--- src/rtl/z80_spi_bus_sync_pkg.sv ---
// Shared DivMMC definitions: port numbers, FSM encoding, counter width.
// Z80_WAIT_EN adds the WAIT_BUSY state used by the wait-state build.
package divmmc_pkg;

  localparam logic [7:0] PORT_E3 = 8'hE3;
  localparam logic [7:0] PORT_E7 = 8'hE7;
  localparam logic [7:0] PORT_EB = 8'hEB;

  localparam int COLL_W = 8;

  typedef enum logic [1:0] {
    ST_IDLE      = 2'd0,
`ifdef Z80_WAIT_EN
    ST_WAIT_BUSY = 2'd1,
`endif
    ST_HOLD      = 2'd2
  } state_t;

  function automatic logic [COLL_W-1:0] sat_inc(
    input logic [COLL_W-1:0] v
  );
    return (&v) ? v : v + 1'b1;
  endfunction

endpackage

--- src/rtl/z80_spi_bus_sync_sync_ff.sv ---
// Multi-flop synchroniser for an active-low asynchronous strobe.
// All stages reset to 1 (strobe inactive).
module sync_ff #(
  parameter int DEPTH = 2
) (
  input  logic clk,
  input  logic rst,
  input  logic d,
  output logic q
);

  logic [DEPTH-1:0] sr;

  always_ff @(posedge clk) begin
    if (rst) sr <= '1;
    else     sr <= {sr[DEPTH-2:0], d};
  end

  assign q = sr[DEPTH-1];

endmodule

--- src/rtl/z80_spi_bus_sync.sv ---
// Z80 I/O front end for the DivMMC SPI master: one start pulse per I/O cycle.
// Optional Z80_WAIT_EN stretches colliding accesses with WAIT instead of dropping.
module z80_spi_bus_sync
  import divmmc_pkg::*;
#(
  parameter logic [7:0] PORT_SPI    = PORT_EB,
  parameter int         SYNC_STAGES = 2,
  parameter int         WAIT_MAX    = 64
) (
  input  logic              clk,
  input  logic              rst,
  input  logic [7:0]        a,
  input  logic [7:0]        d_in,
  input  logic              iorq_n,
  input  logic              rd_n,
  input  logic              wr_n,
  input  logic              m1_n,
  input  logic              spi_busy,
  input  logic [7:0]        spi_rx_data,
  output logic              start_wr,
  output logic              start_rd,
  output logic [7:0]        tx_data,
  output logic [7:0]        cpu_dout,
  output logic              cpu_oe,
  output logic              wait_n,
  output logic [COLL_W-1:0] collisions
);

  if (SYNC_STAGES < 2) begin : g_bad_sync
    $error("SYNC_STAGES must be at least 2");
  end
  if (WAIT_MAX < 1) begin : g_bad_wait
    $error("WAIT_MAX must be at least 1");
  end

  localparam int FCW = $clog2(SYNC_STAGES + 1);

  logic       iorq_s, rd_s, wr_s;
  logic [7:0] a_q, d_q;
  logic       m1_q;
  logic       sel, acc_wr, acc_rd, go;
  logic       armed;
  logic [FCW-1:0] flush_cnt;

  state_t state, state_nx;
  logic   start_wr_nx, start_rd_nx;
  logic   tx_ld, coll_inc;

  logic       busy_q, rx_pend;
  logic [7:0] rx_buf;
  logic       rx_fall;

  sync_ff #(.DEPTH(SYNC_STAGES)) u_sync_iorq (
    .clk (clk), .rst (rst), .d (iorq_n), .q (iorq_s)
  );
  sync_ff #(.DEPTH(SYNC_STAGES)) u_sync_rd (
    .clk (clk), .rst (rst), .d (rd_n), .q (rd_s)
  );
  sync_ff #(.DEPTH(SYNC_STAGES)) u_sync_wr (
    .clk (clk), .rst (rst), .d (wr_n), .q (wr_s)
  );

  // Address, data and M1 are stable through the I/O cycle.
  always_ff @(posedge clk) begin
    if (rst) begin
      a_q  <= '1;
      d_q  <= '1;
      m1_q <= 1'b1;
    end else begin
      a_q  <= a;
      d_q  <= d_in;
      m1_q <= m1_n;
    end
  end

  assign sel    = (a_q == PORT_SPI) & m1_q;
  assign acc_wr = sel & ~iorq_s & ~wr_s;
  assign acc_rd = sel & ~iorq_s & ~rd_s;
  assign go     = armed & (acc_wr | acc_rd);

  assign cpu_oe = (a == PORT_SPI) & m1_n & ~iorq_n & ~rd_n;

  // After reset, accept nothing until a flushed pipe shows the bus idle,
  // so a cycle cut by reset never produces a late pulse.
  always_ff @(posedge clk) begin
    if (rst) begin
      flush_cnt <= '0;
      armed     <= 1'b0;
    end else begin
      if (flush_cnt != FCW'(SYNC_STAGES))
        flush_cnt <= flush_cnt + 1'b1;
      if (flush_cnt == FCW'(SYNC_STAGES) && iorq_s)
        armed <= 1'b1;
    end
  end

`ifdef Z80_WAIT_EN
  localparam int WCW = $clog2(WAIT_MAX + 1);

  logic [WCW-1:0] wait_cnt;
  logic           wait_to;
  logic           pend_wr;
  logic           wait_rel;

  assign wait_to = (wait_cnt == WCW'(WAIT_MAX - 1));

  always_ff @(posedge clk) begin
    if (rst) begin
      wait_cnt <= '0;
      pend_wr  <= 1'b0;
      wait_rel <= 1'b0;
    end else begin
      if (state == ST_WAIT_BUSY) wait_cnt <= wait_cnt + 1'b1;
      else                       wait_cnt <= '0;
      if (state == ST_IDLE && go) pend_wr <= acc_wr;
      if (state == ST_WAIT_BUSY && spi_busy && wait_to)
        wait_rel <= 1'b1;
      else if (state == ST_IDLE)
        wait_rel <= 1'b0;
    end
  end

  assign wait_n = rst | ~((a == PORT_SPI) & m1_n & ~iorq_n
                  & (spi_busy | state == ST_WAIT_BUSY) & ~wait_rel);
`else
  assign wait_n = 1'b1;
`endif

  always_ff @(posedge clk) begin
    if (rst) state <= ST_IDLE;
    else     state <= state_nx;
  end

  always_comb begin
    state_nx = state;
    unique case (state)
      ST_IDLE: begin
        if (go) begin
`ifdef Z80_WAIT_EN
          state_nx = spi_busy ? ST_WAIT_BUSY : ST_HOLD;
`else
          state_nx = ST_HOLD;
`endif
        end
      end
`ifdef Z80_WAIT_EN
      ST_WAIT_BUSY: begin
        if (!spi_busy || wait_to) state_nx = ST_HOLD;
      end
`endif
      ST_HOLD: begin
        if (iorq_s) state_nx = ST_IDLE;
      end
      default: state_nx = ST_IDLE;
    endcase
  end

  // Write wins if both strobes appear together.
  always_comb begin
    start_wr_nx = 1'b0;
    start_rd_nx = 1'b0;
    tx_ld       = 1'b0;
    coll_inc    = 1'b0;
    unique case (state)
      ST_IDLE: begin
        if (go) begin
          tx_ld = acc_wr;
          if (!spi_busy) begin
            start_wr_nx = acc_wr;
            start_rd_nx = ~acc_wr;
          end
`ifndef Z80_WAIT_EN
          else begin
            coll_inc = 1'b1;
          end
`endif
        end
      end
`ifdef Z80_WAIT_EN
      ST_WAIT_BUSY: begin
        if (!spi_busy) begin
          start_wr_nx = pend_wr;
          start_rd_nx = ~pend_wr;
        end else if (wait_to) begin
          coll_inc = 1'b1;
        end
      end
`endif
      ST_HOLD: ;
      default: ;
    endcase
  end

  always_ff @(posedge clk) begin
    if (rst) begin
      start_wr   <= 1'b0;
      start_rd   <= 1'b0;
      tx_data    <= 8'hFF;
      collisions <= '0;
    end else begin
      start_wr <= start_wr_nx;
      start_rd <= start_rd_nx;
      if (tx_ld)    tx_data    <= d_q;
      if (coll_inc) collisions <= sat_inc(collisions);
    end
  end

  assign rx_fall = busy_q & ~spi_busy;

  // Never change the byte under an active CPU read.
  always_ff @(posedge clk) begin
    if (rst) begin
      busy_q   <= 1'b0;
      rx_pend  <= 1'b0;
      rx_buf   <= 8'hFF;
      cpu_dout <= 8'hFF;
    end else begin
      busy_q <= spi_busy;
      if (rx_fall) begin
        if (cpu_oe) begin
          rx_buf  <= spi_rx_data;
          rx_pend <= 1'b1;
        end else begin
          cpu_dout <= spi_rx_data;
          rx_pend  <= 1'b0;
        end
      end else if (rx_pend && !cpu_oe) begin
        cpu_dout <= rx_buf;
        rx_pend  <= 1'b0;
      end
    end
  end

endmodule
--- config.mk ---
export PLATFORM = sky130hd
export DESIGN_NAME = z80_spi_bus_sync
export DESIGN_NICKNAME = d
export VERILOG_FILES = /design/src/rtl/z80_spi_bus_sync_pkg.sv /design/src/rtl/z80_spi_bus_sync_sync_ff.sv /design/src/rtl/z80_spi_bus_sync.sv
export SDC_FILE = /design/constraint.sdc
export NUM_CORES = 1
export LEC_CHECK = 0
export CAP_MARGIN = 40
export CELL_PAD_IN_SITES_DETAIL_PLACEMENT = 1
export CELL_PAD_IN_SITES_GLOBAL_PLACEMENT = 2
export CORE_MARGIN = 2
export CORE_UTILIZATION = 40
export CTS_BUF_LIST = sky130_fd_sc_hd__clkbuf_4
export DETAILED_ROUTE_END_ITERATION = 8
export DONT_BUFFER_PORTS = 1
export GPL_TIMING_DRIVEN = 0
export PLACE_DENSITY_LB_ADDON = 0.1
export SLEW_MARGIN = 30
export SYNTH_ARGS = -nofsm -noshare
export SYNTH_HDL_FRONTEND = slang
export SYNTH_SLANG_ARGS = --single-unit
export TNS_END_PERCENT = 10
--- constraint.sdc ---
create_clock -name clk -period 2.3 [get_ports clk]
set_clock_uncertainty 0.2 [all_clocks]
set_input_delay 0.23 -clock clk [delete_from_list [all_inputs] [get_ports clk]]
set_output_delay 0.23 -clock clk [all_outputs]
set_load 0.01 [all_outputs]
* Word-level counts from Yosys, hierarchy flattened
Cells that the tools add are included.
Word-level totals: input bits 31, latch bits 0, bits in writable memories 0, output and inout bits 28, register bits after elaboration 64, bits in read-only memories 0, logic and storage cells 72, memories 0
Operators by class: divide/modulo/power cells 0, add/sub/neg operators 2, multipliers 0, equality and inequality tests 8, shift-type cells 0, bitwise operators 20, reductions and logical operators 11, magnitude comparators 0, multiplexer cells 14
Operator list (number):
- $mux 8 | 3
- $eq 8x8->1 const B | 2
- $not 1->1 | 10
- $and 1x1->1 | 9
- $add 8x1->8 const B | 1
- $mux 1 | 8
- $reduce_and 2->1 | 4
- $reduce_and 8->1 | 1
- $ne 2x2->1 const B | 3
- $eq 2x2->1 const B | 2
- $mux 2 | 2
- $pmux 2 s2 | 1
- $reduce_or 4->1 | 1
- $add 2x1->2 const B | 1
- $logic_and 1x1->1 | 2
- $logic_not 2->1 | 1
- $ne 2x1->1 const B | 1
- $reduce_bool 2->1 | 1
- $logic_not 1->1 | 1
- $or 1x1->1 | 1

* Logic depth before layout (Yosys ltp)
Gate-level depths: netlist (run 1).
depth after elaboration 9, mapped depth 5, mapped depth without buffers 5

* Modules after synthesis
Synthesis (run 1) repeated with hierarchy kept, for this count alone.
Unflattened totals: cell total of the unflattened synthesis 247, area, all modules 2504.9 sq um
By module, submodules not included:
- z80_spi_bus_sync | sequential area each 1141.1 sq um, instances 1, cells an instance 235, area each 2347.3 sq um
- sync_ff | sequential area each 40.0 sq um, instances 3, cells an instance 4, area each 52.6 sq um

* Worst setup path after synthesis (run 1)
OpenSTA, ideal clock, no wires.
path type register to register, start point reg u_sync_iorq.sr[1], end point reg collisions[5], library setup time 121 ps, cell stages (with the launch flop) 6, slack 266 ps, buffers on the path 1, arrival 1714 ps, path through dfxtp_1 > nand4bb_4 > a2111o_1 > buf_2 > nor4_1 > mux2_2
Between the ends: longest elaborated chain between the ends 8, elaborated cells between the ends (all ways) 9
Ends and longest elaborated chain:
- start: declaration | line z80_spi_bus_sync_sync_ff.sv:12 | logic [DEPTH-1:0] sr;
- start signal: assignment | line z80_spi_bus_sync_sync_ff.sv:16 | else sr <= {sr[DEPTH-2:0], d};
- $not 1->1 (*) | line z80_spi_bus_sync.sv:77, z80_spi_bus_sync.sv:78
- $and 1x1->1 (*) | line z80_spi_bus_sync.sv:77, z80_spi_bus_sync.sv:78
- $and 1x1->1, on equally long branches | line z80_spi_bus_sync.sv:77, z80_spi_bus_sync.sv:78
- $or 1x1->1 (*) | line z80_spi_bus_sync.sv:79 | assign go = armed & (acc_wr | acc_rd);
- $and 1x1->1 (*) | line z80_spi_bus_sync.sv:79
- $mux 1 (*) | line z80_spi_bus_sync.sv:166 | if (go) begin
- $mux 1 (*) | line z80_spi_bus_sync.sv:164 | unique case (state)
- $reduce_and 2->1 (no source line) (*)
- end signal: assignment | line z80_spi_bus_sync.sv:204 | if (coll_inc) collisions <= sat_inc(collisions);
- end: declaration | line z80_spi_bus_sync.sv:26 | output logic [COLL_W-1:0] collisions
Every way passes the cells marked *; elsewhere a longest branch is shown, timed or not. A chain may end at the register's enable or synchronous reset.

* Final worst setup path (run 1)
Same ends and word-level chain as after synthesis.

==> results_dict.tcl, run 1 <==
set metrics [dict create \
    drc_errors 0 \
    final_hold_viol_count 0 \
    antenna_left 0 \
    diodes 0 \
    internal_power_w 0.00180 \
    wl_per_cell_um 15.9 \
    yosysUniqueCellTypes 36 \
    grt_use_total_pct 19.3 \
    num_vias 1901 \
    coreArea_um2 5890 \
    combPwrFrac_pct 8.2 \
    dp_slack_ps 26.4 \
    finalWorstSetupSlack_ps 114 \
    min_period_ps 2190 \
    start_util_pct 41.0 \
    ioPinCount 59 \
    final_util_pct 51.6 \
    antenna_found_initial 0 \
    sequentialPowerShare_pct 50.2 \
    crit_fanout 10 \
    synth.most_common_cell "dfxtp_1" \
    multi_input_area_um2 1090 \
    fillers 664 \
    rows 28 \
    syn_area_um2 2410 \
    cts_tree "yes" \
    slowest_delay_ps 460 \
    rsz0062_at_grt "yes" \
    wl_um 5800 \
    relSlewSlack_pct 54.1 \
    status "completed" \
    ys_seq_area_share_pct 52.3 \
    critPathKind "reg -> reg" \
    yosysWarnings 0 \
    synthesis.nets 273 \
    fin_total_pwr_w 0.00232 \
    drt-pass1-iter-count 4 \
    ys_async_sr_fraction_pct 0 \
    die_area_um2 6670 \
    grt_pass1_wl_um 9470 \
    start_kind "flip-flop" \
    h-tree-depth 3 \
    synth-main-ff-cell "dfxtp_1" \
    slew_viol_final 0 \
    seqCellArea_um2 1260 \
    insertion_delay_ps 400 \
    leakage_nw 1.09 \
    viasPerCell 5.22 \
    hold_path_depth 4 \
    fp.dieW_um 81.7 \
    end_kind "flip-flop" \
    grt_max_degree 12 \
    hold_slack_ps 22.9 \
    synthDominantCellAreaShare_pct 52.3 \
    clock-sinks 63 \
    pwr_density_cell_nw_per_um2 763 \
    cp.depth 5 \
    syn_inst 240 \
    cts_setup_buffers 0 \
    peakVddDrop_mv 0.481 \
    synth-edff-count 0 \
    yosys-top-cells-count "63 x dfxtp_1, 23 x or2_2, 20 x nor2_1" \
    chipHeight_um 81.7 \
    layout-drive-gt1-share_pct 17.0 \
    post-dp-hpwl_um 3820 \
    worst_ep_arrival_time_ps 2280 \
    period_share_pct 95.1 \
    setup_violations 0 \
    p_sw_w 0.000521 \
    clkTransAtPathRegs_ps 100 \
    cp.required_ps 2400 \
    hp-class "in -> reg" \
    critPathBufInv 1 \
    sw_frac_of_total_pct 22.5 \
    crit_chain "nand4bb_4 -> a2111o_1 -> buf_2 -> nor4_2 -> mux2_2" \
    worstMarginPinSlew_ps 686 \
    max_freq_mhz 457 \
    portBuffers 0 \
    cap_violations 0 \
    fin_nets 317 \
    syn_area_per_cell_um2 10.1 \
    cts_root_buf "clkbuf_4" \
    grt_overflow_total 0 \
    gp_congestion 0.673 \
    area_growth_pct 25.9 \
    crit_family "simple AND/OR/NAND/NOR gates" \
    r2r_cells 5 \
    netlist_top_cells_area "dfxtp_1 52%, or2_2 6.0%, a211o_1 5.8%" \
    yosys.area.top_type "dfxtp_1" \
    first_global_vias 1932 \
    synth_seq_cells 63 \
    first_iter_violations 33 \
    crit_slowest_cell "a2111o_1" \
    cts_buffer_depth 2 \
    clkPwrFrac_pct 41.7 \
    numCtsBuffers 9 \
]
==> power groups by stage <==
stage	registers, W	clock network [W]	logic [W]
6_report	0.00116	0.000965	0.000189
5_1_grt	0.00117	0.00105	0.000214
4_1_cts	0.00116	0.00100	0.000189
3_5_place_dp	0.00119	0	0.000143
3_3_place_gp	0.00119	0	0.000138
2_1_floorplan	0.00118	0	0.000115
==> path summary, 6_finish.rpt <==
kind | start | to | slack, ps
min reg2reg | u_sync_iorq.sr[0]$_SDFF_PP1_ | u_sync_iorq.sr[1]$_SDFF_PP1_ | 220
max | u_sync_iorq.sr[1]$_SDFF_PP1_ | collisions[5]$_SDFFE_PP0P_ | 110
min | spi_busy | cpu_dout[0]$_SDFFE_PP1P_ | 20
max reg2reg | u_sync_iorq.sr[1]$_SDFF_PP1_ | collisions[5]$_SDFFE_PP0P_ | 110
==> what timing repair did <==
action / in CTS / in global routing
gates resized for setup: 1 / 2
setup endpoints to repair: 1 / 9
endpoints found under the hold margin: 43 / 0
hold buffers: 32 / 0
gates cloned: 0 / 0
==> cells in the final DEF (no fill, tap or decap), drive strengths merged, types with 4 or more instances in the layout <==
cell type    Yosys  routed
a211oi           8       8
nand4b           4       4
a211o           16      16
nand2            5       5
dlygate4sd3      0      32
mux2i            8       8
nor2b           19      19
or2             23      23
and3             8       8
dfxtp           63      63
clkbuf          11      21
a21oi           10      10
nor2            20      20
inv              5       5
buf              3       4
==> per-stage QoR <==
step / area [um^2] / TNS (ps) / std cells
2_1_floorplan: 2410 / 0 / 240
3_3_place_gp: 2510 / 0 / 315
3_5_place_dp: 2510 / 0 / 316
4_1_cts: 3030 / 0 / 364
5_1_grt: 3040 / -12.6 / 364
6_report: 3040 / 0 / 364
==> metal layers <==
metal / vias to the layer above / global-route usage, % / share of wire, %
met5: - / 0 / 0
met4: 0 / 8.50 / 1.7
met3: 9 / 5.93 / 4.2
met2: 34 / 31.8 / 51
met1: 920 / 23.3 / 43
li1: 938 / - / -
==> registers in the layout, indices dropped and copies added, names as in the netlist, 2 cells and up <==
register	flops
flush_cnt	2
d_q	8
tx_data	8
u_sync_rd.sr	2
u_sync_wr.sr	2
a_q	8
u_sync_iorq.sr	2
rx_buf	8
cpu_dout	8
collisions	8
==> area by class of cell <==
type | count | area share, %
clock buffer | 10 | 2.47
tap | 75 | 3.09
multi-input combinational | 158 | 36.0
sequential | 63 | 41.5
buffer | 14 | 1.94
inverter | 5 | 0.618
timing repair buffer | 33 | 10.8
clock inverter | 6 | 3.58
==> worst min-delay path: cells and delay by family <==
kind | cells | cell delay, ps
and+or+nand+nor | 2 | 170
muxes | 1 | 120
AOI/OAI and AO/OA | 1 | 50
==> cells by family (layout without fill, tap and decap cells) <==
group / Yosys count / count (layout) / share of synthesized area (%)
flip-flops: 63 / 63 / 52.3
XOR/XNOR: 1 / 1 / 0.363
other: 1 / 1 / 0.155
multiplexers: 10 / 10 / 4.25
AND/OR/NAND/NOR: 101 / 101 / 25.6
adder cells (fa/ha/maj): 2 / 2 / 1.04
buffers and inverters: 19 / 68 / 3.22
AO/OA/AOI/OAI: 43 / 43 / 13.1
Power figures use the tool's default switching activity.
==> run 2: changes to the inputs <==
Settings changed: REMOVE_ABC_BUFFERS from default to 1.
==> results_dict.tcl, run 2 (synthesis results as in run 1) <==
set metrics [dict create \
    worst_ep_arrival_time_ps 2250 \
    r2r_cells 4 \
    start_kind "flip-flop" \
    layout-drive-gt1-share_pct 18.6 \
    h-tree-depth 3 \
    fp.dieW_um 81.7 \
    first_global_vias 1979 \
    period_share_pct 93.8 \
    portBuffers 0 \
    antenna_left 0 \
    area_growth_pct 25.3 \
    clock-sinks 63 \
    num_vias 1887 \
    rsz0062_at_grt "no" \
    r2r_slack_ps 140 \
    r2r_start "u_sync_iorq.sr[1]$_SDFF_PP1_" \
    hp-class "in -> reg" \
    start_util_pct 41.0 \
    ioPinCount 59 \
    end_kind "flip-flop" \
    grt_pass1_wl_um 9650 \
    startpoint "u_sync_iorq.sr[1]$_SDFF_PP1_" \
    die_area_um2 6670 \
    rows 28 \
    grt_max_degree 73 \
    setup_violations 0 \
    dp.cells 303 \
    cts_buffer_depth 2 \
    layout_commonest_cell "dfxtp_1" \
    worstMarginPinSlew_ps 620 \
    first_iter_violations 57 \
    fin_total_pwr_w 0.00223 \
    leakage_nw 1.08 \
    cts_setup_buffers 0 \
    grt_use_total_pct 19.2 \
    mostFrequentLayoutCells "63 x dfxtp_1, 31 x dlygate4sd3_1, 23 x or2_2" \
    antenna_found_initial 0 \
    slew_viol_final 0 \
    post-dp-hpwl_um 3570 \
    relSlewSlack_pct 58.3 \
    numCtsBuffers 9 \
    cts_root_buf "clkbuf_4" \
    max_freq_mhz 463 \
    final_hold_viol_count 0 \
    final_cell_count_no_fill 354 \
    wl_per_cell_um 16.7 \
    hp-start "spi_busy" \
    cap_violations 0 \
    fin_nets 307 \
    use_met2_pct 32.7 \
    crit_fanout 12 \
    drc_errors 0 \
    min_to "collisions[0]$_SDFFE_PP0P_" \
    peakVddDrop_mv 0.390 \
    wl_um 5910 \
    clkTransAtPathRegs_ps 120 \
    insertion_delay_ps 400 \
    viasPerCell 5.33 \
    diodes 0 \
    critPathKind "reg -> reg" \
    drt-pass1-iter-count 4 \
    use_met3_pct 5.05 \
    gp_congestion 0.719 \
    pwr_density_cell_nw_per_um2 739 \
    status "completed" \
    hold_path_depth 3 \
    coreArea_um2 5890 \
    fillers 662 \
    grt_overflow_total 0 \
    chipHeight_um 81.7 \
    r2r-end "collisions[5]$_SDFFE_PP0P_" \
    cp.required_ps 2390 \
    gr-usage-met1_pct 23.0 \
    cts_tree "yes" \
    busiest_layer "met2" \
    min_period_ps 2160 \
]
-- run 2: power breakdown --
part           switching, W  internal [W]
sequential        0.0000280       0.00114
clock              0.000431      0.000442
combinational     0.0000957     0.0000982
-- run 2: layout make-up --
cell class	count	area (um^2)	area share (%)
sequential	63	1260	41.7
multi-input combinational	159	1120	36.9
timing repair buffer	36	368	12.2
clock inverter	7	96.3	3.19
tap	75	93.8	3.11
clock buffer	9	67.6	2.24
inverter	5	18.8	0.621
-- run 2: metal layers --
metal  routed length (um)  vias to the layer above  share of wire (%)
met4                   76                        0                1.3
li1                     -                      918                  -
met1                 2500                      918                 42
met2                 3080                       42                 52
met5                    0                        -                  0
met3                  256                        9                4.3
-- run 2: critical path, stage by stage, from the launching register on --
cell and delay, ps:
dfxtp_1 340, nand4bb_4 250, a2111o_2 590, nor4_2 310, mux2_2 360
-- run 2: timing repair --
item,4_1_cts,5_1_grt
resized for setup,1,3
cloned,0,1
hold buffers,32,0
setup endpoints to repair,2,6
hold endpoints to repair,63,0
pin swaps,0,0
-- run 2: per-stage QoR --
step                      utilization, %  setup WS (ps)  instance area, um^2  setup TNS (ps)  hold WS, ps
after global routing                51.3           44.4                 3020               0         16.5
after CTS                           50.7           63.2                 2980               0         15.9
final                               51.3            142                 3020               0         17.1
after global placement              41.6          -1020                 2450          -16740          108
after detailed placement            42.1           42.3                 2480               0          110
after floorplan                        -          -64.8                 2350            -679         99.1
-- run 2: worst max path at each step --
stage	to	slack [ps]
6_report	collisions[5]$_SDFFE_PP0P_	140
5_1_grt	cpu_oe	40
3_3_place_gp	rx_buf[3]$_SDFFE_PP1P_	-1020
4_1_cts	collisions[5]$_SDFFE_PP0P_	60
2_1_floorplan	rx_buf[0]$_SDFFE_PP1P_	-60
3_5_place_dp	cpu_dout[0]$_SDFFE_PP1P_	40
